## src/rtl/uart_receiver.sv

```systemverilog
// UART receive path: 16x oversampled start/data/parity/stop decoding feeding a
// small first-word-fall-through FIFO of {frame_err, parity_err, data} entries.
module uart_receiver #(
    parameter int FIFO_DEPTH = 4,
    parameter int OVERSAMPLE = 16
) (
    input  logic       clk,
    input  logic       reset,
    input  logic       bclk,
    input  logic       rxd,
    input  logic       parity_en,
    input  logic       parity_type,
    input  logic       rx_en,
    input  logic       read_en,
    input  logic [1:0] rx_thr_val,
    output logic [7:0] data_out,
    output logic       rx_rdy,
    output logic       parity_err,
    output logic       frame_err,
    output logic       overrun_err,
    output logic       rx_thr,
    output logic       rx_bclk_en
);

    localparam int PTR_W  = $clog2(FIFO_DEPTH);
    localparam int CNT_W  = PTR_W + 1;
    localparam int TICK_W = $clog2(OVERSAMPLE);

    localparam logic [TICK_W-1:0] TICK_MID  = TICK_W'(OVERSAMPLE / 2 - 1);
    localparam logic [TICK_W-1:0] TICK_LAST = TICK_W'(OVERSAMPLE - 1);
    localparam logic [CNT_W-1:0]  DEPTH_C   = CNT_W'(FIFO_DEPTH);
    localparam logic [CNT_W-1:0]  HALF_C    = CNT_W'(FIFO_DEPTH / 2 + 1);

    typedef enum logic [2:0] {
        ST_IDLE   = 3'd0,
        ST_START  = 3'd1,
        ST_DATA   = 3'd2,
        ST_PARITY = 3'd3,
        ST_STOP   = 3'd4
    } state_e;

    function automatic logic parity_expected(input logic [7:0] data, input logic odd);
        return odd ? ~^data : ^data;
    endfunction

    logic              rxd_meta_q;
    logic              rxd_s_q;
    state_e            state_q, state_d;
    logic [TICK_W-1:0] tick_q, tick_d;
    logic [2:0]        bit_q, bit_d;
    logic [7:0]        data_q, data_d;
    logic              par_en_q, par_en_d;
    logic              par_odd_q, par_odd_d;
    logic              par_err_q, par_err_d;
    logic              push_s;
    logic [9:0]        push_word_s;

    logic [9:0]        mem_q [FIFO_DEPTH];
    logic [PTR_W-1:0]  wr_ptr_q;
    logic [PTR_W-1:0]  rd_ptr_q;
    logic [CNT_W-1:0]  count_q;
    logic              overrun_q;
    logic              pop_s;
    logic              full_s;
    logic              wr_ok_s;
    logic [9:0]        head_s;

    // Two-flop synchroniser on the asynchronous serial line.
    always_ff @(posedge clk) begin
        if (reset) begin
            rxd_meta_q <= 1'b1;
            rxd_s_q    <= 1'b1;
        end else begin
            rxd_meta_q <= rxd;
            rxd_s_q    <= rxd_meta_q;
        end
    end

    // Frame decoder state and datapath registers.
    always_ff @(posedge clk) begin
        if (reset) begin
            state_q   <= ST_IDLE;
            tick_q    <= '0;
            bit_q     <= 3'd0;
            data_q    <= 8'd0;
            par_en_q  <= 1'b0;
            par_odd_q <= 1'b0;
            par_err_q <= 1'b0;
        end else begin
            state_q   <= state_d;
            tick_q    <= tick_d;
            bit_q     <= bit_d;
            data_q    <= data_d;
            par_en_q  <= par_en_d;
            par_odd_q <= par_odd_d;
            par_err_q <= par_err_d;
        end
    end

    // Frame decoder next-state logic; every sample point is one full bit after the start mid-bit.
    always_comb begin
        state_d     = state_q;
        tick_d      = tick_q;
        bit_d       = bit_q;
        data_d      = data_q;
        par_en_d    = par_en_q;
        par_odd_d   = par_odd_q;
        par_err_d   = par_err_q;
        push_s      = 1'b0;
        push_word_s = {~rxd_s_q, par_err_q, data_q};

        if ((state_q != ST_IDLE) && !rx_en) begin
            state_d = ST_IDLE;
        end else begin
            case (state_q)
                ST_IDLE: begin
                    if (bclk && rx_en && !rxd_s_q) begin
                        state_d = ST_START;
                        tick_d  = '0;
                    end else begin
                        state_d = ST_IDLE;
                    end
                end
                ST_START: begin
                    if (bclk) begin
                        if (tick_q == TICK_MID) begin
                            if (rxd_s_q) begin
                                state_d = ST_IDLE;
                            end else begin
                                state_d   = ST_DATA;
                                tick_d    = '0;
                                bit_d     = 3'd0;
                                data_d    = 8'd0;
                                par_err_d = 1'b0;
                                par_en_d  = parity_en;
                                par_odd_d = parity_type;
                            end
                        end else begin
                            tick_d = tick_q + TICK_W'(1);
                        end
                    end else begin
                        tick_d = tick_q;
                    end
                end
                ST_DATA: begin
                    if (bclk) begin
                        if (tick_q == TICK_LAST) begin
                            tick_d        = '0;
                            data_d[bit_q] = rxd_s_q;
                            if (bit_q == 3'd7) begin
                                state_d = par_en_q ? ST_PARITY : ST_STOP;
                            end else begin
                                bit_d = bit_q + 3'd1;
                            end
                        end else begin
                            tick_d = tick_q + TICK_W'(1);
                        end
                    end else begin
                        tick_d = tick_q;
                    end
                end
                ST_PARITY: begin
                    if (bclk) begin
                        if (tick_q == TICK_LAST) begin
                            tick_d    = '0;
                            par_err_d = (rxd_s_q != parity_expected(data_q, par_odd_q));
                            state_d   = ST_STOP;
                        end else begin
                            tick_d = tick_q + TICK_W'(1);
                        end
                    end else begin
                        tick_d = tick_q;
                    end
                end
                ST_STOP: begin
                    if (bclk) begin
                        if (tick_q == TICK_LAST) begin
                            tick_d  = '0;
                            push_s  = 1'b1;
                            state_d = ST_IDLE;
                        end else begin
                            tick_d = tick_q + TICK_W'(1);
                        end
                    end else begin
                        tick_d = tick_q;
                    end
                end
                default: begin
                    state_d = ST_IDLE;
                end
            endcase
        end
    end

    assign pop_s   = read_en && (count_q != '0);
    assign full_s  = (count_q == DEPTH_C);
    // A pop in the same clk frees the slot, so a full FIFO still accepts the push.
    assign wr_ok_s = push_s && (!full_s || pop_s);

    // Receive FIFO storage, pointers, occupancy and sticky overrun.
    always_ff @(posedge clk) begin
        if (reset) begin
            for (int i = 0; i < FIFO_DEPTH; i++) begin
                mem_q[i] <= 10'd0;
            end
            wr_ptr_q  <= '0;
            rd_ptr_q  <= '0;
            count_q   <= '0;
            overrun_q <= 1'b0;
        end else begin
            if (wr_ok_s) begin
                mem_q[wr_ptr_q] <= push_word_s;
                wr_ptr_q        <= wr_ptr_q + PTR_W'(1);
            end
            if (pop_s) begin
                rd_ptr_q <= rd_ptr_q + PTR_W'(1);
            end
            case ({wr_ok_s, pop_s})
                2'b10:   count_q <= count_q + CNT_W'(1);
                2'b01:   count_q <= count_q - CNT_W'(1);
                default: count_q <= count_q;
            endcase
            if (pop_s) begin
                overrun_q <= 1'b0;
            end else if (push_s && full_s) begin
                overrun_q <= 1'b1;
            end
        end
    end

    assign head_s      = mem_q[rd_ptr_q];
    assign rx_rdy      = (count_q != '0);
    assign data_out    = rx_rdy ? head_s[7:0] : 8'd0;
    assign parity_err  = rx_rdy ? head_s[8]   : 1'b0;
    assign frame_err   = rx_rdy ? head_s[9]   : 1'b0;
    assign overrun_err = overrun_q;
    assign rx_bclk_en  = (state_q != ST_IDLE);

    // FIFO level threshold comparator.
    always_comb begin
        rx_thr = 1'b0;
        case (rx_thr_val)
            2'b00:   rx_thr = (count_q >= CNT_W'(1));
            2'b01:   rx_thr = (count_q >= CNT_W'(2));
            2'b10:   rx_thr = (count_q >= HALF_C);
            2'b11:   rx_thr = (count_q == DEPTH_C);
            default: rx_thr = 1'b0;
        endcase
    end

endmodule

```

## config.mk

```make
export PLATFORM = sky130hd
export DESIGN_NAME = uart_receiver
export DESIGN_NICKNAME = d
export VERILOG_FILES = /design/src/rtl/uart_receiver.sv
export SDC_FILE = /design/constraint.sdc
export NUM_CORES = 1
export LEC_CHECK = 0
export BUFFER_PORTS_ARGS = -buffer_cell sky130_fd_sc_hd__clkbuf_2
export CAP_MARGIN = 20
export CORE_ASPECT_RATIO = 0.5
export CORE_UTILIZATION = 55
export DETAILED_ROUTE_END_ITERATION = 12
export MAX_ROUTING_LAYER = met4
export PLACE_DENSITY_LB_ADDON = 0.1
export SLEW_MARGIN = 20
export SYNTH_ARGS = -nofsm -noshare
export SYNTH_HDL_FRONTEND = slang
export SYNTH_SLANG_ARGS = --single-unit
```

## constraint.sdc

```tcl
create_clock -name clk -period 3.1 [get_ports clk]
set_input_delay 0.31 -clock clk [delete_from_list [all_inputs] [get_ports clk]]
set_output_delay 0.31 -clock clk [all_outputs]
set_load 0.01 [all_outputs]
```

## Yosys cells after proc, flatten, opt, wreduce, memory -nomap -nowiden

Memory sizes are Yosys's and may differ from the RTL's. A register that Yosys moved wholly into a read port is not among the register bits.
Cells that the tools add are included.

- Bits in registers: 31
- Latch bits: 0
- RAM bits: 40
- ROM bits: 0
- Input bits: 10
- Memories kept: 1

- Add/subtract/negate cells: 6
- Multiply operators: 0
- Div/mod/pow operators: 0
- Magnitude comparators: 5
- Equal/unequal tests: 28
- Shifts and indexed selects: 0
- Muxes and demuxes: 62
- Bitwise operators: 2
- Reduce and logical (&&, ||, !) cells: 31

Memory list:

| memory | depth | bits a word | rd ports | clocked after memory_dff | wr ports | line | source |
|---|---|---|---|---|---|---|---|
| mem_q | 4 | 10 | 1 | 1 | 4 | 58 | `logic [9:0] mem_q [FIFO_DEPTH];` |

Operators by type and width:

| operator | number |
|---|---|
| 3-bit two-way mux | 16 |
| 8-bit two-way mux | 6 |
| 4-bit two-way mux | 6 |
| 2-bit inequality test, second input constant | 12 |
| 1-bit two-way mux | 20 |
| 8-bit case mux with 2 select lines | 1 |
| 3-bit case mux with 5 select lines | 1 |
| 7-bit AND reduction | 2 |
| 3-bit case mux with 2 select lines | 2 |
| 4-bit case mux with 3 select lines | 1 |
| 10-bit two-way mux | 1 |
| 10-bit OR reduction | 1 |
| 3-bit == test, second input constant | 3 |
| 9-bit AND reduction | 1 |
| 3-bit nonzero test | 3 |
| 8-bit bitwise mux | 1 |
| 2-bit two-way mux | 4 |
| 8-bit AND reduction | 1 |
| 8-bit XNOR reduction | 1 |
| 8-bit parity | 1 |
| 1-bit logical AND | 7 |
| 3-bit by 1-bit adder with 3-bit output, second input constant | 2 |
| 2-bit == test, second input constant | 3 |
| 3-bit by 2-bit == test with 1-bit output, second input constant | 2 |
| 26 further kinds | 36 |

## Logic depth before layout (Yosys ltp)

Gate-level depths: netlist (run 1).

- Depth in word-level cells: 11
- Mapped depth: 10
- Mapped depth without buffers: 10

## Least setup slack after synthesis (run 1)

OpenSTA, ideal clock, no wires.

- Path kind: register -> register
- Start: register tick_q[0]
- End: memory mem_q[0][0], enable pin
- Setup time: 0.315 ns
- Data arrival time: 1.844 ns
- Data required time: 2.785 ns
- Slack: 0.940 ns
- Stages on the path, launching flop included: 8
- Path buffers: 1
- Path through: dfxtp_1 > ha_1 > and4_1 > o2111ai_2 > or2_1 > buf_2 > nor3_4 > or2_2

RTL lines:

| element | line | source |
|---|---|---|
| start, declared | 49 | `logic [TICK_W-1:0] tick_q, tick_d;` |
| start signal, assigned | 91 | `tick_q <= tick_d;` |
| end, declared | 58 |  |

==> results of run 1 <==
stage by stage:
step	std cells	util (%)
final	459	66.3
after global routing	459	66.3
after global placement	443	61.8
after CTS	459	66.3
after detailed placement	443	61.8
after floorplan	347	-
worst reg2reg max path: stages (launching register included):
cell and delay (ns):
dfxtp_1 0.55, nor3b_2 0.34, o2111ai_2 0.28, or2_1 0.44, nor3_4 0.29, or2_2 0.32
logic make-up (layout without fill, tap and decap cells):
group	count (synthesis)	in the layout	share of synthesized area, %
compound gates	65	65	11.1
xor+xnor	15	15	3.52
fa+ha+maj	10	10	3.35
buf+inv	28	52	3.18
flops	73	73	49.8
mux	13	13	6.83
simple gates	143	143	22.2
routing by layer:
layer  share of wire (%)  wire, µm  track usage, %
met1                  49      3710            31.5
met4                 1.0        79            7.59
met2                  46      3500            39.1
met3                 4.4       333            7.44
met5                   0         0               -
cells in the final DEF (no fill, tap or decap), types with 2 or more instances in the layout:
| cell | Yosys | final |
|---|---|---|
| nand3_1 | 7 | 7 |
| o22ai_1 | 2 | 2 |
| nand4_1 | 2 | 2 |
| clkbuf_2 | 0 | 23 |
| a211oi_1 | 3 | 3 |
| edfxtp_1 | 40 | 40 |
| or3_1 | 3 | 3 |
| a311oi_1 | 2 | 2 |
| inv_1 | 11 | 11 |
| o21a_1 | 2 | 2 |
| or2_2 | 4 | 4 |
| nor3b_1 | 3 | 3 |
| dfxtp_1 | 33 | 33 |
| nor2_2 | 2 | 2 |
| mux4_2 | 10 | 10 |
| a22o_1 | 3 | 3 |
| nor4_1 | 3 | 3 |
| a21o_1 | 2 | 2 |
| a21oi_1 | 11 | 11 |
| nand2b_1 | 4 | 4 |
| nor2_1 | 24 | 24 |
| xnor2_1 | 10 | 10 |
| xor2_1 | 5 | 5 |
| clkbuf_1 | 9 | 3 |
| o21ai_0 | 24 | 24 |
| o31ai_1 | 3 | 3 |
| nand4b_1 | 2 | 2 |
| a22oi_1 | 2 | 2 |
| nor3_1 | 8 | 8 |
| nor2b_1 | 5 | 5 |
| a31oi_1 | 4 | 4 |
| buf_4 | 0 | 2 |
| ha_1 | 10 | 10 |
| mux2i_1 | 3 | 3 |
| clkbuf_16 | 0 | 9 |
| nand2_1 | 17 | 17 |
| and2_1 | 47 | 47 |
flip-flops by register name, indices dropped and copies added (netlist names), 2 cells and up, named ones only:
signal and cells:
mem_q 40, data_q 8, tick_q 4, bit_q 3, count_q 3, state_q 3, rd_ptr_q 2, wr_ptr_q 2
how the worst max path moves through the flow:
stage                  end  slack (ns)
2_1_floorplan  mem_q[0][0]        0.94
3_3_place_gp   mem_q[0][1]        0.72
3_5_place_dp   mem_q[0][3]        0.60
4_1_cts        mem_q[0][8]        0.58
5_1_grt        mem_q[0][8]        0.42
6_report       mem_q[0][8]        0.56
area by class of cell:
type	instances	area [µm²]
Clock buffer	12	236
Clock inverter	4	46.3
Fill cell	506	2130
Inverter	11	41.3
Multi-Input combinational cell	246	1750
Sequential cell	73	1860
Tap cell	88	110
Timing Repair Buffer	25	130
power by group:
| part | internal, mW | switching, mW |
|---|---|---|
| Clock | 0.619 | 0.374 |
| Combinational | 0.123 | 0.136 |
| Sequential | 1.06 | 0.0394 |
==> metrics.md, run 1 <==
| Metric | Value |
|---|---|
| Clock buffer depth | `2` |
| RD Place Congestion | `approximately 0.91` |
| HP Class | `primary input to flip-flop` |
| Actual slew at the worst max-slew pin | `0.704 ns` |
| CP arrival | `approximately 2.6 ns` |
| DR pass1 iterations | `4` |
| Inserted Diodes | `0` |
| Resized Gates After CTS | `0` |
| Final period util | `~82%` |
| Distinct cell type count after synthesis | `56` |
| Die area | `a little over 7000 µm²` |
| Post-route design area | `approximately 4200 µm²` |
| Worst VDD drop | `just over 0.3 mV` |
| Slowest stage delay, CP | `0.55 ns` |
| Layout cells sized above 1 | `15.9%` |
| Core area | `6310 µm²` |
| WHS | `0.163 ns` |
| Flop-to-flop setup slack | `about 0.56 ns` |
| GRT Total Usage | `between 20% and 30%` |
| Status | `finished, final reports clean` |
| Antenna violations before repair | `0` |
| Setup repair bufs after CTS | `0` |
| Fin. Hold Viols | `0` |
| Total global routing overflow | `0` |
| Count leader, synth | `and2_1` |
| Leak pwr | `roughly 1.5 nW` |
| Initial Util | `around 59%` |
| Largest area contributor in the netlist | `edfxtp_1` |
| Post-DRT Antenna Nets | `0` |
| CP max-delay cell | `dfxtp_1` |
| Crit path kind | `flip-flop to flip-flop` |
| Root Driver | `clkbuf_16` |
| Num rows | `20` |
| Worst-skew pair later-pin latency | `~0.34 ns` |
| Yosys top cell area share | `approximately a third` |
| First-pass GRT wire length | `roughly 12000 µm` |
| Avg Inst Size Synth | `between 10 and 15 µm²` |
| RR Startpoint | `state_q[2]` |
| Final worst slack | `~0.56 ns` |
| Syn_nets | `367` |
| Max-slew violations | `0` |
| Initial DRC Count | `199` |
| Hold depth | `2` |
| CP endpoint kind | `flip-flop` |
| Ports | `24` |
| DP Wirelength | `roughly 5300 µm` |
| CP required | `approximately 3.1 ns` |
| Die Width | `roughly 120 µm` |
| Die Ht | `around 60 µm` |
| Ys async rst share | `0%` |
| Post-layout min period | `around 2.5 ns` |
| Worst setup SP type | `flip-flop` |
| CP Depth | `5` |
| Post-synth top flop | `edfxtp_1` |
| H-tree Lvls | `3` |
| TritonCTS clock tree | `done` |
| Seq/Total Area, Yosys | `between 40% and 50%` |
| Area Overhead vs Synth | `11.9%` |
| Cell family with most CP delay | `simple AND/OR/NAND/NOR gates` |
| RSZ-0062 raised after global routing | `false` |
| Vias in the first global route | `between 2000 and 2500` |
| CP max FO | `12` |
| Critical-path cell list | `nor3b_2 > o2111ai_2 > or2_1 > nor3_4 > or2_2` |
| Number of synthesized flops with an enable pin | `40` |
| Reg-to-reg endpoint | `mem_q[0][8]` |
| DP Area | `between 3000 and 4000 µm²` |
| Dpl ws | `between 0.6 and 0.7 ns` |
| Synthesized flop and latch total | `between 70 and 80` |
| CTS sink cnt | `73` |
| Top area cells in the synthesized netlist | `edfxtp_1, dfxtp_1, and2_1` |
| CP bufs+invs | `0` |
| Worst Reg-to-Reg Cells | `5` |
| Final setup fails | `0` |
| Top cells by count, synth | `and2_1, edfxtp_1, dfxtp_1, nor2_1, o21ai_0` |
| YS warnings | `0` |
| Max_slew headroom | `between 50 and 60%` |
| Final wirelength | `approximately 7600 µm` |
| Hold Path Sink | `rxd_meta_q` |
| Largest net degree at the start of global routing | `20` |
| Max-cap violations | `0` |
| Hold buffer count at CTS | `0` |
| Setup TNS Final | `0 ns` |
| Launch point of the worst path | `state_q[2]` |
| Quantity of I/O buffers inserted on ports | `23` |
| DRC Markers | `0` |
| Post-Syn Instances | `between 300 and 400` |
| Clk slew on worst S/H paths | `0.05 ns` |
| Cell Area, Synth | `roughly 3700 µm²` |
| DR WL/cell | `between 15 and 20 µm` |
| Pwr/cell area | `562 nW/µm²` |
| Final net count | `between 300 and 400` |
| FMAX | `between 300 and 400 MHz` |
| Overall Power | `approximately 2.4 mW` |
| Hold path start | `rxd` |
| Routed vias/inst | `between 5 and 6` |
| Post-Route Skew | `slightly above 0.007 ns` |
| Via count | `2658` |
| Number of buffers created by CTS | `9` |
No activity file was read; power rests on OpenSTA's default activity.
==> run 2, diff against run 1 <==
--- a/config.mk
+++ b/config.mk
@@ -5,6 +5,7 @@
 export SDC_FILE = /design/constraint.sdc
 export NUM_CORES = 1
 export LEC_CHECK = 0
+export ABC_AREA = 1
 export BUFFER_PORTS_ARGS = -buffer_cell sky130_fd_sc_hd__clkbuf_2
 export CAP_MARGIN = 20
 export CORE_ASPECT_RATIO = 0.5
==> constraint.sdc (replaced) <==
create_clock -name clk -period 2.4 [get_ports clk]
set_input_delay 0.24 -clock clk [delete_from_list [all_inputs] [get_ports clk]]
set_output_delay 0.24 -clock clk [all_outputs]
set_load 0.01 [all_outputs]
==> metrics.md, run 2 <==
| Metric | Value |
|---|---|
| Switching Power | `1.93 mW (was 550 µW)` |
| Seq/Total Area, Yosys | `47.3% (was 49.8%)` |
| Post-Syn Instances | `501 (was 347)` |
| Number of flip-flops in the largest register | `40 (unchanged)` |
| Initial Util | `57.8% (was 59.2%)` |
| Final period util | `90.4% (was 81.9%)` |
| Largest net degree at the start of global routing | `21 (was 20)` |
| Total global routing overflow | `0 (unchanged)` |
| Setup TNS Final | `0 ns (unchanged)` |
| Clock buffer depth | `2 (unchanged)` |
| Final setup fails | `0 (unchanged)` |
| Biggest register | `mem_q (unchanged)` |
| Crit path kind | `flip-flop to flip-flop (unchanged)` |
| YS warnings | `0 (unchanged)` |
| CP max-delay cell | `dfxtp_1 (unchanged)` |
| Post-route design area | `4420 µm² (was 4180 µm²)` |
| Top cells by count, synth | `nor2_1, nand2_1, inv_1, edfxtp_1, o21ai_0 (was and2_1, edfxtp_1, dfxtp_1, nor2_1, o21ai_0)` |
| WHS | `0.0913 ns (was 0.163 ns)` |
| Commonest non-fill, non-tap cell in the layout | `nor2_1 (was and2_1)` |
| Internal power | `2.76 mW (was 1.80 mW)` |
| Via count | `3218 (was 2658)` |
| Number of synthesized flops with an enable pin | `40 (unchanged)` |
| Layout cells sized above 1 | `14.5% (was 15.9%)` |
| Routed vias/inst | `5.16 (was 5.79)` |
| Initial DRC Count | `279 (was 199)` |
| Vias in the first global route | `2838 (was 2375)` |
| Yosys top cell area share | `30.5% (was 32.2%)` |
| Critical-path cell list | `inv_1 > ha_1 > nand2_1 > inv_2 > nor2_4 > o21ai_4 > nor2_8 > nand3_2 > nand2_1 (was nor3b_2 > o2111ai_2 > or2_1 > nor3_4 > or2_2)` |
| Multi-input logic area | `1790 µm² (was 1750 µm²)` |
| Final net count | `547 (was 386)` |
| Highest-count cells in the layout ignoring fill and taps | `nor2_1, nand2_1, inv_1 (was and2_1, edfxtp_1, dfxtp_1)` |
| Setup repair bufs after CTS | `0 (unchanged)` |
| Cell family with most CP delay | `simple AND/OR/NAND/NOR gates (unchanged)` |
| Die Width | `122 µm (was 119 µm)` |
| Num rows | `21 (was 20)` |
| Largest area contributor in the netlist | `edfxtp_1 (unchanged)` |
| Util after Layout | `64.9% (was 66.3%)` |
| Worst-skew pair later-pin latency | `0.34 ns (about the same)` |
| RD Place Congestion | `0.888 (was 0.906)` |
| Antenna violations before repair | `0 (unchanged)` |
| Sw Share | `41.2% (was 23.4%)` |
| Max-cap violations | `0 (unchanged)` |
| Fraction of power consumed by sequential logic | `34.5% (was 46.7%)` |
| Resized Gates After CTS | `0 (unchanged)` |
| Syn_nets | `521 (was 367)` |
| Number of buffers created by CTS | `9 (unchanged)` |
| CP max FO | `11 (was 12)` |
| Fillers | `593 (was 506)` |
| CP required | `2.39 ns (was 3.12 ns)` |
| Slowest stage delay, CP | `0.40 ns (was 0.55 ns)` |
| Root Driver | `clkbuf_16 (unchanged)` |
| TritonCTS clock tree | `done (unchanged)` |
| Crit-path most repeated cell | `nand2_1` |
| RSZ-0062 raised after global routing | `false (unchanged)` |
| Avg Inst Size Synth | `7.85 µm² (was 10.8 µm²)` |
| Worst VDD drop | `0.555 mV (was 0.311 mV)` |
| Die area | `7520 µm² (was 7140 µm²)` |
| Ys async rst share | `0% (unchanged)` |
| Logic pwr share | `39.5% (was 11.0%)` |
| DP Wirelength | `5920 µm (was 5320 µm)` |
| Synthesized flop and latch total | `73 (unchanged)` |
| CTS sink cnt | `73 (unchanged)` |
| Leak pwr | `1.76 nW (was 1.51 nW)` |
| Post-synth top flop | `edfxtp_1 (unchanged)` |
| Actual slew at the worst max-slew pin | `0.528 ns (was 0.704 ns)` |
| Status | `finished, final reports clean (unchanged)` |
| Quantity of I/O buffers inserted on ports | `23 (unchanged)` |
| CP endpoint kind | `flip-flop (unchanged)` |
| Hold buffer count at CTS | `0 (unchanged)` |
| DRC Markers | `0 (unchanged)` |
| First-pass GRT wire length | `13400 µm (was 12400 µm)` |
| Distinct cell type count after synthesis | `33 (was 56)` |
| Post-layout min period | `2.17 ns (was 2.54 ns)` |
| HP Class | `primary input to flip-flop (unchanged)` |
| Overall Power | `4.70 mW (was 2.35 mW)` |
| Area Overhead vs Synth | `12.2% (was 11.9%)` |
| Die Ht | `61.8 µm (was 60.3 µm)` |
| Core area | `6810 µm² (was 6310 µm²)` |
| CP arrival | `2.16 ns (was 2.56 ns)` |
| Post-Route Skew | `0.00546 ns (was 0.00704 ns)` |
| DP Area | `4140 µm² (was 3900 µm²)` |
| Top area cells in the synthesized netlist | `edfxtp_1, dfxtp_1, nor2_1 (was edfxtp_1, dfxtp_1, and2_1)` |
| Clk slew on worst S/H paths | `0.06 ns (was 0.05 ns)` |
| H-tree Lvls | `3 (unchanged)` |
| Fin. Hold Viols | `0 (unchanged)` |
| Pwr/cell area | `1060 nW/µm² (was 562 nW/µm²)` |
| GRT Total Usage | `25.0% (was 24.9%)` |
| FF+latch area | `1860 µm² (about the same)` |
| Count leader, synth | `nor2_1 (was and2_1)` |
| Largest regs | `mem_q: 40 flops, data_q: 8 flops, tick_q: 4 flops (unchanged)` |
| DR pass1 iterations | `5 (was 4)` |
| Cell Area, Synth | `3940 µm² (was 3730 µm²)` |
| Worst setup SP type | `flip-flop (unchanged)` |
| Inserted Diodes | `0 (unchanged)` |
| Max-slew violations | `0 (unchanged)` |
| Ports | `24 (unchanged)` |
| CP bufs+invs | `2 (was 0)` |
| Max_slew headroom | `64.7% (was 53.0%)` |
| Post-DRT Antenna Nets | `0 (unchanged)` |
| DR WL/cell | `13.3 µm (was 16.6 µm)` |
| FMAX | `461 MHz (was 394 MHz)` |
| Clock power frac | `26.0% (was 42.3%)` |
| Final wirelength | `8280 µm (was 7630 µm)` |
-- run 2: cell types whose count changed in the layout (fill, tap and decap cells not counted), sizes merged, moves of 20 or more --
| cell | change |
|---|---|
| a21oi | +20 |
| nand2 | +75 |
| and2 | -46 |
| inv | +43 |
| nor2 | +88 |
| nand3 | +22 |
-- run 2: stage by stage --
step	std cells	setup slack, ns
after floorplan	501	0.00414
after global placement	608	0.299
after detailed placement	608	0.233
after CTS	624	0.0917
after global routing	624	0.0572
final	624	0.230
-- run 2: layout make-up --
class                   instances  share of cell area (%)
flip-flops and latches         73                    42.2
well taps                      92                    2.61
multi-input cells             359                    40.5
repair buffers                 30                    3.80
inverters                      54                    4.68
clock inverters                 6                   0.992
clock buffers                  10                    5.19
-- run 2: path summary, 6_finish.rpt --
path,cells after the start,to,slack (ns),from
setup reg to reg,9,mem_q[0][5],0.23,count_q[1]
hold reg to reg,1,rxd_s_q,0.41,rxd_meta_q
setup / recovery,9,mem_q[0][5],0.23,count_q[1]
hold / removal,2,rxd_meta_q,0.09,rxd
-- run 2: kinds of logic after synthesis --
kind of cell	Yosys count	synth area share, %
adder cells (fa/ha/maj)	10	3.18
AO/OA/AOI/OAI	76	10.4
flip-flops	73	47.3
buffers and inverters	69	7.19
AND/OR/NAND/NOR	265	30.2
XOR/XNOR	8	1.78
-- run 2: power groups by stage --
| stage | clock network [mW] | logic [mW] | registers (mW) |
|---|---|---|---|
| final | 1.22 | 1.85 | 1.62 |
| after global routing | 1.29 | 2.10 | 1.64 |
| after CTS | 1.25 | 1.85 | 1.62 |
| after detailed placement | 0 | 1.83 | 1.64 |
| after global placement | 0 | 1.82 | 1.64 |
| after floorplan | 0 | 1.46 | 1.58 |
-- run 2: routing by layer --
| layer | up-vias | wire length (µm) | GRT usage (%) |
|---|---|---|---|
| li1 | 1699 | - | - |
| met2 | 55 | 3790 | 41.1 |
| met4 | 0 | 63 | 7.23 |
| met3 | 6 | 325 | 6.30 |
| met5 | - | 0 | - |
| met1 | 1458 | 4110 | 31.3 |
==> run 3, diff against run 2 <==
--- a/config.mk
+++ b/config.mk
@@ -8,8 +8,10 @@
 export ABC_AREA = 1
 export BUFFER_PORTS_ARGS = -buffer_cell sky130_fd_sc_hd__clkbuf_2
 export CAP_MARGIN = 20
+export CELL_PAD_IN_SITES_DETAIL_PLACEMENT = 1
+export CELL_PAD_IN_SITES_GLOBAL_PLACEMENT = 2
 export CORE_ASPECT_RATIO = 0.5
-export CORE_UTILIZATION = 55
+export CORE_UTILIZATION = 36
 export DETAILED_ROUTE_END_ITERATION = 12
 export MAX_ROUTING_LAYER = met4
 export PLACE_DENSITY_LB_ADDON = 0.1
==> metrics.md, run 3 (synthesis results as in run 2) <==
| Metric | Value |
|---|---|
| H-tree Lvls | `3 (unchanged)` |
| CTS sink cnt | `73 (unchanged)` |
| Die Width | `150 µm (was 122 µm)` |
| DRC Markers | `0 (unchanged)` |
| Internal power | `3.01 mW (was 2.76 mW)` |
| Vias in the first global route | `3280 (was 2838)` |
| Num rows | `26 (was 21)` |
| FMAX | `471 MHz (was 461 MHz)` |
| Fraction of power consumed by sequential logic | `32.1% (was 34.5%)` |
| Post-DRT Antenna Nets | `0 (unchanged)` |
| Switching Power | `1.99 mW (was 1.93 mW)` |
| Ports | `24 (unchanged)` |
| Inserted Diodes | `0 (unchanged)` |
| Actual slew at the worst max-slew pin | `0.571 ns (was 0.528 ns)` |
| CP endpoint kind | `flip-flop (unchanged)` |
| Post-Route Skew | `0.00674 ns (was 0.00546 ns)` |
| CP arrival | `2.11 ns (was 2.16 ns)` |
| Worst Reg-to-Reg Cells | `9 (unchanged)` |
| Setup repair bufs after CTS | `0 (unchanged)` |
| Hold depth | `2 (unchanged)` |
| Fin. Hold Viols | `0 (unchanged)` |
| Util after Layout | `43.6% (was 64.9%)` |
| Flop-to-flop setup slack | `0.27 ns (was 0.23 ns)` |
| Initial Util | `37.8% (was 57.8%)` |
| Clock buffer depth | `2 (unchanged)` |
| Hold Path Sink | `rxd_meta_q (unchanged)` |
| Hold path start | `rxd (unchanged)` |
| CP required | `2.39 ns (about the same)` |
| Core area | `10400 µm² (was 6810 µm²)` |
| Pwr/cell area | `1100 nW/µm² (was 1060 nW/µm²)` |
| Max-cap violations | `0 (unchanged)` |
| Leak pwr | `1.81 nW (was 1.76 nW)` |
| Routed vias/inst | `4.80 (was 5.16)` |
| Status | `finished, final reports clean (unchanged)` |
| Crit path kind | `flip-flop to flip-flop (unchanged)` |
| DP Cell Count | `659 (was 608)` |
| Dpl ws | `0.260 ns (was 0.233 ns)` |
| Highest-count cells in the layout ignoring fill and taps | `nor2_1, nand2_1, inv_1 (unchanged)` |
| Hold buffer count at CTS | `0 (unchanged)` |
| Final period util | `88.5% (was 90.4%)` |
| Post-layout min period | `2.13 ns (was 2.17 ns)` |
| DR WL/cell | `15.0 µm (was 13.3 µm)` |
| Setup TNS Final | `0 ns (unchanged)` |
| Largest regs | `mem_q: 40 flops, data_q: 8 flops, tick_q: 4 flops (unchanged)` |
| First-pass GRT wire length | `16900 µm (was 13400 µm)` |
| Worst-skew pair later-pin latency | `0.34 ns (about the same)` |
| WHS | `0.0901 ns (was 0.0913 ns)` |
| Max_slew headroom | `61.8% (was 64.7%)` |
| Commonest non-fill, non-tap cell in the layout | `nor2_1 (unchanged)` |
| Clk slew on worst S/H paths | `0.06 ns (about the same)` |
| DP Wirelength | `7770 µm (was 5920 µm)` |
| Quantity of I/O buffers inserted on ports | `23 (unchanged)` |
| TritonCTS clock tree | `done (unchanged)` |
| DR pass1 iterations | `4 (was 5)` |
| Max-slew violations | `0 (unchanged)` |
| RD Place Congestion | `0.780 (was 0.888)` |
| Initial DRC Count | `137 (was 279)` |
| Number of buffers created by CTS | `9 (unchanged)` |
| Via count | `3243 (was 3218)` |
| Largest net degree at the start of global routing | `21 (unchanged)` |
| GRT Total Usage | `20.1% (was 25.0%)` |
| Biggest register | `mem_q (unchanged)` |
| Clock power frac | `28.9% (was 26.0%)` |
| Root Driver | `clkbuf_16 (unchanged)` |
| Worst VDD drop | `0.423 mV (was 0.555 mV)` |
| RSZ-0062 raised after global routing | `false (unchanged)` |
| CP max FO | `10 (was 11)` |
| Antenna violations before repair | `0 (unchanged)` |
| Final wirelength | `10100 µm (was 8280 µm)` |
| Total global routing overflow | `0 (unchanged)` |
| Logic pwr share | `39.0% (was 39.5%)` |
| Post-Layout Cell Count | `675 (was 624)` |
| Worst setup SP type | `flip-flop (unchanged)` |
| Reg-to-reg endpoint | `mem_q[1][6] (was mem_q[0][5])` |
| Die Ht | `75.9 µm (was 61.8 µm)` |
| Number of flip-flops in the largest register | `40 (unchanged)` |
| Area Overhead vs Synth | `15.4% (was 12.2%)` |
| Final worst slack | `0.275 ns (was 0.230 ns)` |
| RR Startpoint | `tick_q[0] (was count_q[1])` |
| Final setup fails | `0 (unchanged)` |
| Resized Gates After CTS | `0 (unchanged)` |
| HP Class | `primary input to flip-flop (unchanged)` |
| Die area | `11400 µm² (was 7520 µm²)` |
| Sw Share | `39.9% (was 41.2%)` |
| Final net count | `550 (was 547)` |
| Layout cells sized above 1 | `14.6% (was 14.5%)` |
-- run 3: routing by layer --
| metal | GRT usage (%) | wire, µm | up-vias |
|---|---|---|---|
| met5 | - | 0 | - |
| met4 | 6.16 | 122 | 0 |
| met3 | 4.22 | 308 | 11 |
| met2 | 29.0 | 4320 | 40 |
| met1 | 28.0 | 5380 | 1494 |
| li1 | - | - | 1698 |
-- run 3: critical path, stage by stage, from the launching register on --
cell	delay [ns]
dfxtp_1	0.37
ha_1	0.18
nand2_1	0.09
nor2_1	0.14
nand2_1	0.15
nor2_4	0.18
o21ai_4	0.11
nor2_8	0.13
nand3_2	0.09
nand2_1	0.33
-- run 3: final cells by class --
class                   instances  area, µm²
clock buffers                   9        225
clock inverters                 7       95.1
fillers                      1293       5870
inverters                      54        203
multi-input cells             359       1790
flip-flops and latches         73       1860
well taps                     140        175
repair buffers                 33        190
-- run 3: through the flow --
| step | instance area [µm²] | total power [mW] |
|---|---|---|
| floorplan | 3940 | 3.04 |
| global placement | 4220 | 3.60 |
| detailed placement | 4220 | 3.61 |
| CTS | 4540 | 5.06 |
| global route | 4540 | 5.42 |
| finish | 4540 | 5.00 |
-- run 3: how the worst max path moves through the flow --
stage | startpoint | endpoint | slack, ns | depth (start not counted)
after floorplan | count_q[1] | mem_q[3][0] | 0.004 | 7
after global placement | tick_q[0] | mem_q[1][7] | 0.30 | 9
after detailed placement | tick_q[0] | mem_q[1][7] | 0.26 | 9
after CTS | tick_q[0] | mem_q[1][6] | 0.25 | 9
after global routing | tick_q[0] | mem_q[0][7] | 0.09 | 9
final | tick_q[0] | mem_q[1][6] | 0.27 | 9
-- run 3: power groups by stage --
| stage | Clock [mW] | Combinational (mW) | Sequential [mW] |
|---|---|---|---|
| 2_1_floorplan | 0 | 1.46 | 1.58 |
| 3_3_place_gp | 0 | 1.97 | 1.63 |
| 3_5_place_dp | 0 | 1.98 | 1.64 |
| 4_1_cts | 1.47 | 1.98 | 1.61 |
| 5_1_grt | 1.53 | 2.26 | 1.63 |
| 6_report | 1.45 | 1.95 | 1.61 |
